<file path="config.mk">
export PLATFORM = sky130hd
export DESIGN_NAME = matmul_stream_ctrl
export DESIGN_NICKNAME = d
export VERILOG_FILES = /design/src/rtl/matmul_stream_ctrl.sv
export SDC_FILE = /design/constraint.sdc
export NUM_CORES = 1
export LEC_CHECK = 0
export ABC_CLOCK_PERIOD_IN_PS = 2000
export BUFFER_PORTS_ARGS = -buffer_cell sky130_fd_sc_hd__buf_2
export CAP_MARGIN = 40
export CELL_PAD_IN_SITES_DETAIL_PLACEMENT = 1
export CELL_PAD_IN_SITES_GLOBAL_PLACEMENT = 1
export CORE_MARGIN = 2
export CORE_UTILIZATION = 37
export CTS_CLUSTER_DIAMETER = 100
export CTS_CLUSTER_SIZE = 10
export DETAILED_ROUTE_END_ITERATION = 12
export PLACE_DENSITY = 0.84
export SETUP_SLACK_MARGIN = 0.2
export SLEW_MARGIN = 20
export SYNTH_ARGS = -nofsm -noshare
export SYNTH_HDL_FRONTEND = slang
export SYNTH_SLANG_ARGS = --single-unit
export TNS_END_PERCENT = 1
</file>
<file path="constraint.sdc">
create_clock -name clk -period 2 [get_ports clk]
set_clock_uncertainty 0.1 [all_clocks]
set_input_delay 0.1 -clock clk [delete_from_list [all_inputs] [get_ports clk]]
set_output_delay 0.1 -clock clk [all_outputs]
set_load 0.02 [all_outputs]
</file>
<file path="src/rtl/matmul_stream_ctrl.sv">
// matmul_stream_ctrl
// Host-side initiator for a float matmul core. Collects a word-serial stream of operand words
// (A then B, row-major), packs them into the core's flat operand buses, resets and starts the
// core, waits for done (with a timeout), then streams the H*W result words back out row-major.
//
// Packing rule for every flat bus: element (i,j) of an h x w matrix sits in slot
// k = h*w-1-(i*w+j), bits [S*(k+1)-1 : S*k], so element (0,0) occupies the MSBs.
//
// Ports
//   clk, rst_n                 clock (posedge) and asynchronous active-low reset
//   soft_clr                   synchronous abort back to IDLE, clears err
//   in_valid/in_ready/in_data  operand word stream (accepted only in LOAD)
//   mm_rst_n, mm_start         registered reset and one-cycle start pulse to the core
//   mm_a, mm_b                 packed A (H x C) and B (C x W) operands
//   mm_done, mm_o              core completion flag and packed H x W result
//   out_valid/out_ready        result word stream handshake
//   out_data, out_last         result word and end-of-frame marker
//   busy                       high outside LOAD and IDLE
//   err                        sticky WAIT timeout flag

module matmul_stream_ctrl #(
    parameter int unsigned S   = 32,
    parameter int unsigned H   = 2,
    parameter int unsigned W   = 2,
    parameter int unsigned C   = 2,
    parameter int unsigned TMO = 1024
) (
    input  logic             clk,
    input  logic             rst_n,
    input  logic             soft_clr,
    input  logic             in_valid,
    output logic             in_ready,
    input  logic [S-1:0]     in_data,
    output logic             mm_rst_n,
    output logic             mm_start,
    output logic [S*H*C-1:0] mm_a,
    output logic [S*C*W-1:0] mm_b,
    input  logic             mm_done,
    input  logic [S*H*W-1:0] mm_o,
    output logic             out_valid,
    input  logic             out_ready,
    output logic [S-1:0]     out_data,
    output logic             out_last,
    output logic             busy,
    output logic             err
);

    localparam int unsigned NA   = H * C;
    localparam int unsigned NB   = C * W;
    localparam int unsigned NIN  = NA + NB;
    localparam int unsigned NOUT = H * W;
    localparam int unsigned IW   = $clog2(NIN + 1);
    localparam int unsigned OW   = $clog2(NOUT + 1);
    localparam int unsigned TW   = $clog2(TMO + 1);

    localparam logic [2:0] StIdle  = 3'd0;
    localparam logic [2:0] StLoad  = 3'd1;
    localparam logic [2:0] StClr   = 3'd2;
    localparam logic [2:0] StKick  = 3'd3;
    localparam logic [2:0] StWait  = 3'd4;
    localparam logic [2:0] StDrain = 3'd5;

    logic [2:0]       r_state;
    logic [2:0]       w_state_d;
    logic [IW-1:0]    r_in_idx;
    logic [OW-1:0]    r_out_idx;
    logic [TW-1:0]    r_timer;
    logic [S*NA-1:0]  r_mm_a;
    logic [S*NB-1:0]  r_mm_b;
    logic [S*NOUT-1:0] r_res;
    logic             r_err;
    logic             r_mm_rst_n;
    logic             r_mm_start;

    logic             w_in_hs;
    logic             w_in_last;
    logic             w_out_hs;
    logic             w_out_last;
    logic             w_timeout;
    logic [S-1:0]     w_out_word;

    assign w_in_hs    = in_valid && (r_state == StLoad);
    assign w_in_last  = (r_in_idx == IW'(NIN - 1));
    assign w_out_hs   = out_ready && (r_state == StDrain);
    assign w_out_last = (r_out_idx == OW'(NOUT - 1));
    assign w_timeout  = (r_timer == TW'(TMO - 1));

    // Next-state logic; soft_clr overrides every transition.
    always_comb begin
        w_state_d = r_state;
        if (soft_clr) begin
            w_state_d = StIdle;
        end else begin
            unique case (r_state)
                StIdle:  w_state_d = StLoad;
                StLoad:  if (w_in_hs && w_in_last) w_state_d = StClr;
                StClr:   w_state_d = StKick;
                StKick:  w_state_d = StWait;
                StWait:  if (mm_done || w_timeout) w_state_d = StDrain;
                StDrain: if (w_out_hs && w_out_last) w_state_d = StLoad;
                default: w_state_d = StIdle;
            endcase
        end
    end

    // Control state, counters and core-facing strobes.
    always_ff @(posedge clk or negedge rst_n) begin
        if (!rst_n) begin
            r_state    <= StIdle;
            r_in_idx   <= '0;
            r_out_idx  <= '0;
            r_timer    <= '0;
            r_err      <= 1'b0;
            r_mm_rst_n <= 1'b0;
            r_mm_start <= 1'b0;
        end else begin
            r_state    <= w_state_d;
            // Core is held in reset during IDLE and CLR; decoded from next state so the
            // output comes straight from a flop.
            r_mm_rst_n <= !((w_state_d == StIdle) || (w_state_d == StClr));
            r_mm_start <= (w_state_d == StKick);
            if (soft_clr) begin
                r_in_idx  <= '0;
                r_out_idx <= '0;
                r_timer   <= '0;
                r_err     <= 1'b0;
            end else begin
                if (w_in_hs) begin
                    r_in_idx <= w_in_last ? '0 : r_in_idx + IW'(1);
                end
                if (r_state == StKick) begin
                    r_timer <= '0;
                end
                if (r_state == StWait && !mm_done) begin
                    if (w_timeout) begin
                        r_err <= 1'b1;
                    end else begin
                        r_timer <= r_timer + TW'(1);
                    end
                end
                if (w_out_hs) begin
                    r_out_idx <= w_out_last ? '0 : r_out_idx + OW'(1);
                end
            end
        end
    end

    // Operand and result registers. soft_clr leaves their contents alone.
    always_ff @(posedge clk or negedge rst_n) begin
        if (!rst_n) begin
            r_mm_a <= '0;
            r_mm_b <= '0;
            r_res  <= '0;
        end else if (!soft_clr) begin
            if (w_in_hs) begin
                for (int i = 0; i < int'(NA); i++) begin
                    if (r_in_idx == IW'(i)) begin
                        r_mm_a[S*(int'(NA)-1-i) +: S] <= in_data;
                    end
                end
                for (int i = 0; i < int'(NB); i++) begin
                    if (r_in_idx == IW'(int'(NA) + i)) begin
                        r_mm_b[S*(int'(NB)-1-i) +: S] <= in_data;
                    end
                end
            end
            if (r_state == StWait) begin
                if (mm_done) begin
                    r_res <= mm_o;
                end else if (w_timeout) begin
                    r_res <= '0;
                end
            end
        end
    end

    // Result word select; row-major index r maps to slot NOUT-1-r.
    always_comb begin
        w_out_word = '0;
        for (int j = 0; j < int'(NOUT); j++) begin
            if (r_out_idx == OW'(j)) begin
                w_out_word = r_res[S*(int'(NOUT)-1-j) +: S];
            end
        end
    end

    assign in_ready  = (r_state == StLoad);
    assign out_valid = (r_state == StDrain);
    assign out_data  = out_valid ? w_out_word : '0;
    assign out_last  = out_valid && w_out_last;
    assign busy      = (r_state != StLoad) && (r_state != StIdle);
    assign err       = r_err;
    assign mm_rst_n  = r_mm_rst_n;
    assign mm_start  = r_mm_start;
    assign mm_a      = r_mm_a;
    assign mm_b      = r_mm_b;

endmodule

</file>
# Word-level counts from Yosys, hierarchy flattened
# Cells that the tools add are included.
# word_totals
inputBits	166
register_bits	408
# op_classes
n_reduce_logical	31
add_sub_neg	3
eq_ne	19
mux	25
n_bitwise	1
# op_table
cell	n
128-bit two-way mux	2
32-bit two-way mux	5
11-bit two-way mux	4
3-bit AND reduction	9
3-bit two-way mux	7
3-bit by 2-bit equality test with 1-bit output, second input constant	6
3-bit one-hot mux with 6 select lines	1
4-bit by 3-bit equality test with 1-bit output, second input constant	4
4-bit two-way mux	3
11-bit by 1-bit adder with 11-bit output, second input constant	1
11-bit by 10-bit equality test with 1-bit output, second input constant	1
2-bit nonzero test	5
3-bit zero test	3
4-bit by 2-bit equality test with 1-bit output, second input constant	2
1-bit logical AND	7
3-bit by 1-bit equality test with 1-bit output, second input constant	2
3-bit equality test, second input constant	2
4-bit by 1-bit adder with 4-bit output, second input constant	1
4-bit by 1-bit equality test with 1-bit output, second input constant	1
4-bit zero test	1
3-bit by 1-bit adder with 3-bit output, second input constant	1
1-bit two-way mux	3
3-bit by 1-bit inequality test with 1-bit output, second input constant	1
3-bit nonzero test	1
other kinds (4)	6

# Depth between registers and ports, before layout
# depth
word_depth	9
depth_mapped	10

# Least setup slack after synthesis
# OpenSTA, ideal clock, no wires.
# synth_path
kind	flip-flop to flip-flop
from	reg, netlist name r_timer[0]
to	reg r_mm_b[10] (netlist: mm_b[10])
slack_ns	-0.209
setup_ns	0.125
stages_incl_launch_ff	8
arrival_time_ns	1.984
path_cell_list	dfrtp_1 > ha_1 > and3_1 > a31o_1 > a221oi_2 > nand2_2 > buf_6 > mux2_4
# synth_lines
item	line_no	text
to (signal, indexed assignment)	163	r_mm_b[S*(int'(NB)-1-i) +: S] <= in_data;
to (decl)	69	logic [S*NB-1:0] r_mm_b;

# Worst setup path after layout
# layout_path
from	reg r_out_idx[0]
to	out out_data[12]
# layout_between
elab_chain_cells	6
# layout_rtl
item	line_no	text
from (decl)	66	logic [OW-1:0] r_out_idx;
from (signal assigned)	142	r_out_idx <= w_out_last ? '0 : r_out_idx + OW'(1);
3-bit zero test	181	if (r_out_idx == OW'(j)) begin
32-bit two-way mux (3 in a row)	181	
32-bit two-way mux *	181	
32-bit two-way mux *	189	assign out_data = out_valid ? w_out_word : '0;
to (decl)	42	output logic [S-1:0] out_data,
# Every way passes the cells marked *; elsewhere a longest branch is shown, timed or not.

==> results by group <==
Floorplanning
  – Io pins: 461
  – Core area: 45400 um^2
  – Die Ht: 218 um
  – Die W: 218 um
  – Die footprint: 47700 um^2
  – # rows: 78
  – Starting Density: 0.374

Route
  – Routed vias/inst: 5.62
  – DRT iter0 DRCs: 1289
  – Vias: 15400
  – Wire length per cell: 27.8 um
  – # DRC: 0
  – Remaining antenna violation count: 0
  – First drt pass iteration count: 5
  – Post-Route WL: 76400 um

Clock tree
  – Clock transition at the registers of the reported paths: 0.06 ns
  – CTS tree: done
  – H-tree Lvls: 2
  – Clock buffer count from CTS: 46
  – Clk Latency, worst-skew pair: 0.57 ns
  – CTS Sinks: 408
  – CTS Buffer Depth: 3
  – CTS Root Cell: clkbuf_16

Power
  – Switching share of power: 0.286
  – Comb pwr share: 0.145
  – Flop pwr share: 0.467
  – VDD IR max: 0.000600 V
  – Pleak: 12.9 nW
  – P_sw: 5.60 mW
  – Clk pwr share: 0.388
  – Power per cell area: 789 nW/um^2
  – Power after layout: 19.6 mW
  – Int Pwr: 14.0 mW

STA
  – Period utilization: 1.40
  – Worst-margin pin slew: 0.677 ns
  – Fin. max-slew vios: 0
  – Hold Fails Final Rpt: 0
  – Final setup fails: 223
  – Worst setup margin: -0.810 ns
  – Highest Clock Rate: 356 MHz
  – Worst rel slew slack: 0.549
  – Unrepaired setup endpoints after global routing: yes
  – Post-layout min period: 2.81 ns

Global routing
  – Grt ovf: 0
  – First-pass GRT wire length: 110000 um
  – Antenna violations before repair: 6
  – Pin count of the biggest net entering global routing: 129
  – Vias in the first global route: 17200
  – Total GRT Usage: 0.306

Final layout
  – Final net count: 2313
  – Area growth from synthesis to layout: 46.0%
  – Final instance area: 24800 um^2
  – Proportion of layout cells with a drive suffix above 1: 0.399
  – Final core utilization: 0.547

Logic synthesis
  – Synthesized Nets: 1617
  – Post-synth EDFFs: 0
  – Post-synthesis sequential area ratio: 0.601
  – Yosys warnings: 0
  – Library cells used by synthesis: 46
  – Mapped Avg Cell Area: 11.8 um^2
  – Ys flop type: dfrtp_1
  – Post-synthesis cell count: 1442
  – Area of the mapped netlist: 17000 um^2
  – Ys async rst share: 1.00
  – Synth Register Bits: 408

Worst setup path
  – Critical Path Source Type: flop
  – CP cell instances: inv_2 > ha_4 > nor3b_4 > buf_12 > buf_4 > a221oi_1 > nor3_2 > a21oi_1 > nor2_1 > buf_4
  – Element type at the critical path end: primary output
  – Slowest cell on crit path: dfrtp_2
  – Required @ worst endpoint: 1.80 ns
  – Critical Path AT: 2.61 ns
  – CP Max Fanout: 7
  – Slowest stage delay, CP: 0.41 ns
  – Critical path type: flop to primary output
  – CP most frequent cell: buf_4

Run status
  – Status: complete, but fails checks
  – Violated checks: setup timing

Place
  – RePlAce Congestion: 0.876
  – Port Buffers: 460
  – Post-Place Setup Slack: -0.194 ns
  – Post-DP Area: 20700 um^2
  – DP HPWL: 41200 um

Job
  – Max cap viols: 0

Min path
  – Hold Crit Class: primary input to flop
## cells in the final DEF (no fill, tap or decap), drive strengths merged, types with 3 or more instances in the layout
master / count
a211oi: 3
a21oi: 48
a221oi: 33
a31oi: 4
and3: 6
buf: 579
clkbuf: 49
dfrtp: 408
diode: 4
dlygate4sd3: 166
ha: 9
inv: 9
mux2: 256
nand2: 270
nand3: 15
nand3b: 4
nand4: 3
nor2: 81
nor2b: 7
nor3: 34
o21ai: 131
or3: 4
## state kept, by name (all words and copies together), names as in the netlist
name	cells
mm_rst_n	1
mm_start	1
r_out_idx	3
r_res	128
mm_b	128
err	1
r_state	3
r_in_idx	4
r_timer	11
mm_a	128
## final cells by class
cell class                 count  area, um^2
antenna                        4        10.0
inverter                       7        26.3
fill                        4721       20600
clock inverter                 3        58.8
clock buffer                  47        1160
sequential                   408       10200
timing repair buffer         747        5390
multi-input combinational    928        7190
tap                          600         751
## logic make-up after synthesis
kind of cell,share of synthesized area
buffers and inverters,0.0312
multiplexers,0.177
XOR/XNOR,0.000515
flip-flops,0.601
AO/OA/AOI/OAI,0.0754
AND/OR/NAND/NOR,0.109
adder cells (fa/ha/maj),0.00663
## synthesized netlist by cell type (15+ instances only)
library cell | count | area (um^2)
clkbuf_1 | 49 | 184
nor3_1 | 34 | 170
nand3_1 | 15 | 75.1
nor2_1 | 81 | 304
nand2_1 | 269 | 1010
buf_4 | 17 | 128
dfrtp_1 | 408 | 10200
o21ai_1 | 128 | 641
mux2_1 | 218 | 2450
buf_2 | 25 | 125
a221oi_1 | 32 | 280
a21oi_1 | 48 | 240
mux2_4 | 30 | 450
## routing by layer
layer  vias to the layer above  track usage  part of all wire
li1                       6325            -                 -
met1                      7834        0.345              0.36
met2                       949        0.530              0.50
met3                       320       0.0823             0.080
met4                         2        0.161             0.060
met5                         -            0           0.00017
## power groups by stage
| stage | clock network [mW] | registers, mW | logic (mW) |
|---|---|---|---|
| 3_5_place_dp | 0 | 9.17 | 2.31 |
| 4_1_cts | 7.61 | 9.07 | 2.67 |
| 5_1_grt | 7.99 | 9.17 | 2.96 |
| 3_3_place_gp | 0 | 9.12 | 2.21 |
| 6_report | 7.59 | 9.14 | 2.83 |
| 2_1_floorplan | 0 | 9.67 | 0.529 |
## worst max-delay path, delay by kind of cell, from the launching register on
| kind | cells | cell delay [ns] |
|---|---|---|
| AO/OA/AOI/OAI | 2 | 0.54 |
| adder cells (fa/ha/maj) | 1 | 0.16 |
| buffers and inverters | 4 | 0.57 |
| flip-flops | 1 | 0.41 |
| AND/OR/NAND/NOR | 3 | 0.33 |
## metrics by stage
step / hold slack, ns / cells / setup TNS [ns]
final: 0.234 / 2744 / -34.01
after global routing: 0.216 / 2741 / -54.95
after floorplan: -0.296 / 1442 / -25.04
after global placement: -0.0239 / 2512 / -3.52
after CTS: 0.176 / 2731 / -26.46
after detailed placement: -0.0229 / 2512 / -8.22
## worst paths after layout
kind	start	to	slack [ns]	depth (start not counted)
worst max-delay path	r_out_idx[0]$_DFFE_PN0P_	out_data[12]	-0.81	10
worst min-delay path	mm_o[93]	r_res[93]$_DFFE_PN0P_	0.23	4
worst max register to register	r_timer[1]$_DFF_PN0_	r_res[5]$_DFFE_PN0P_	-0.20	8
worst min register to register	mm_a[13]$_DFFE_PN0P_	mm_a[13]$_DFFE_PN0P_	0.39	1
max in group asynchronous	rst_n	r_res[43]$_DFFE_PN0P_	0.45	4
min in group asynchronous	rst_n	r_res[67]$_DFFE_PN0P_	0.52	3
## repair_timing
action                                  CTS  global route
endpoints found under the setup margin  427           430
resized for setup                       146           108
pin swaps                                87            12
gates cloned                              0             2
hold endpoints to repair                813             0
hold buffers                            166             0
setup buffers                             3             7
Note: power is estimated with default switching activity, not from simulation.
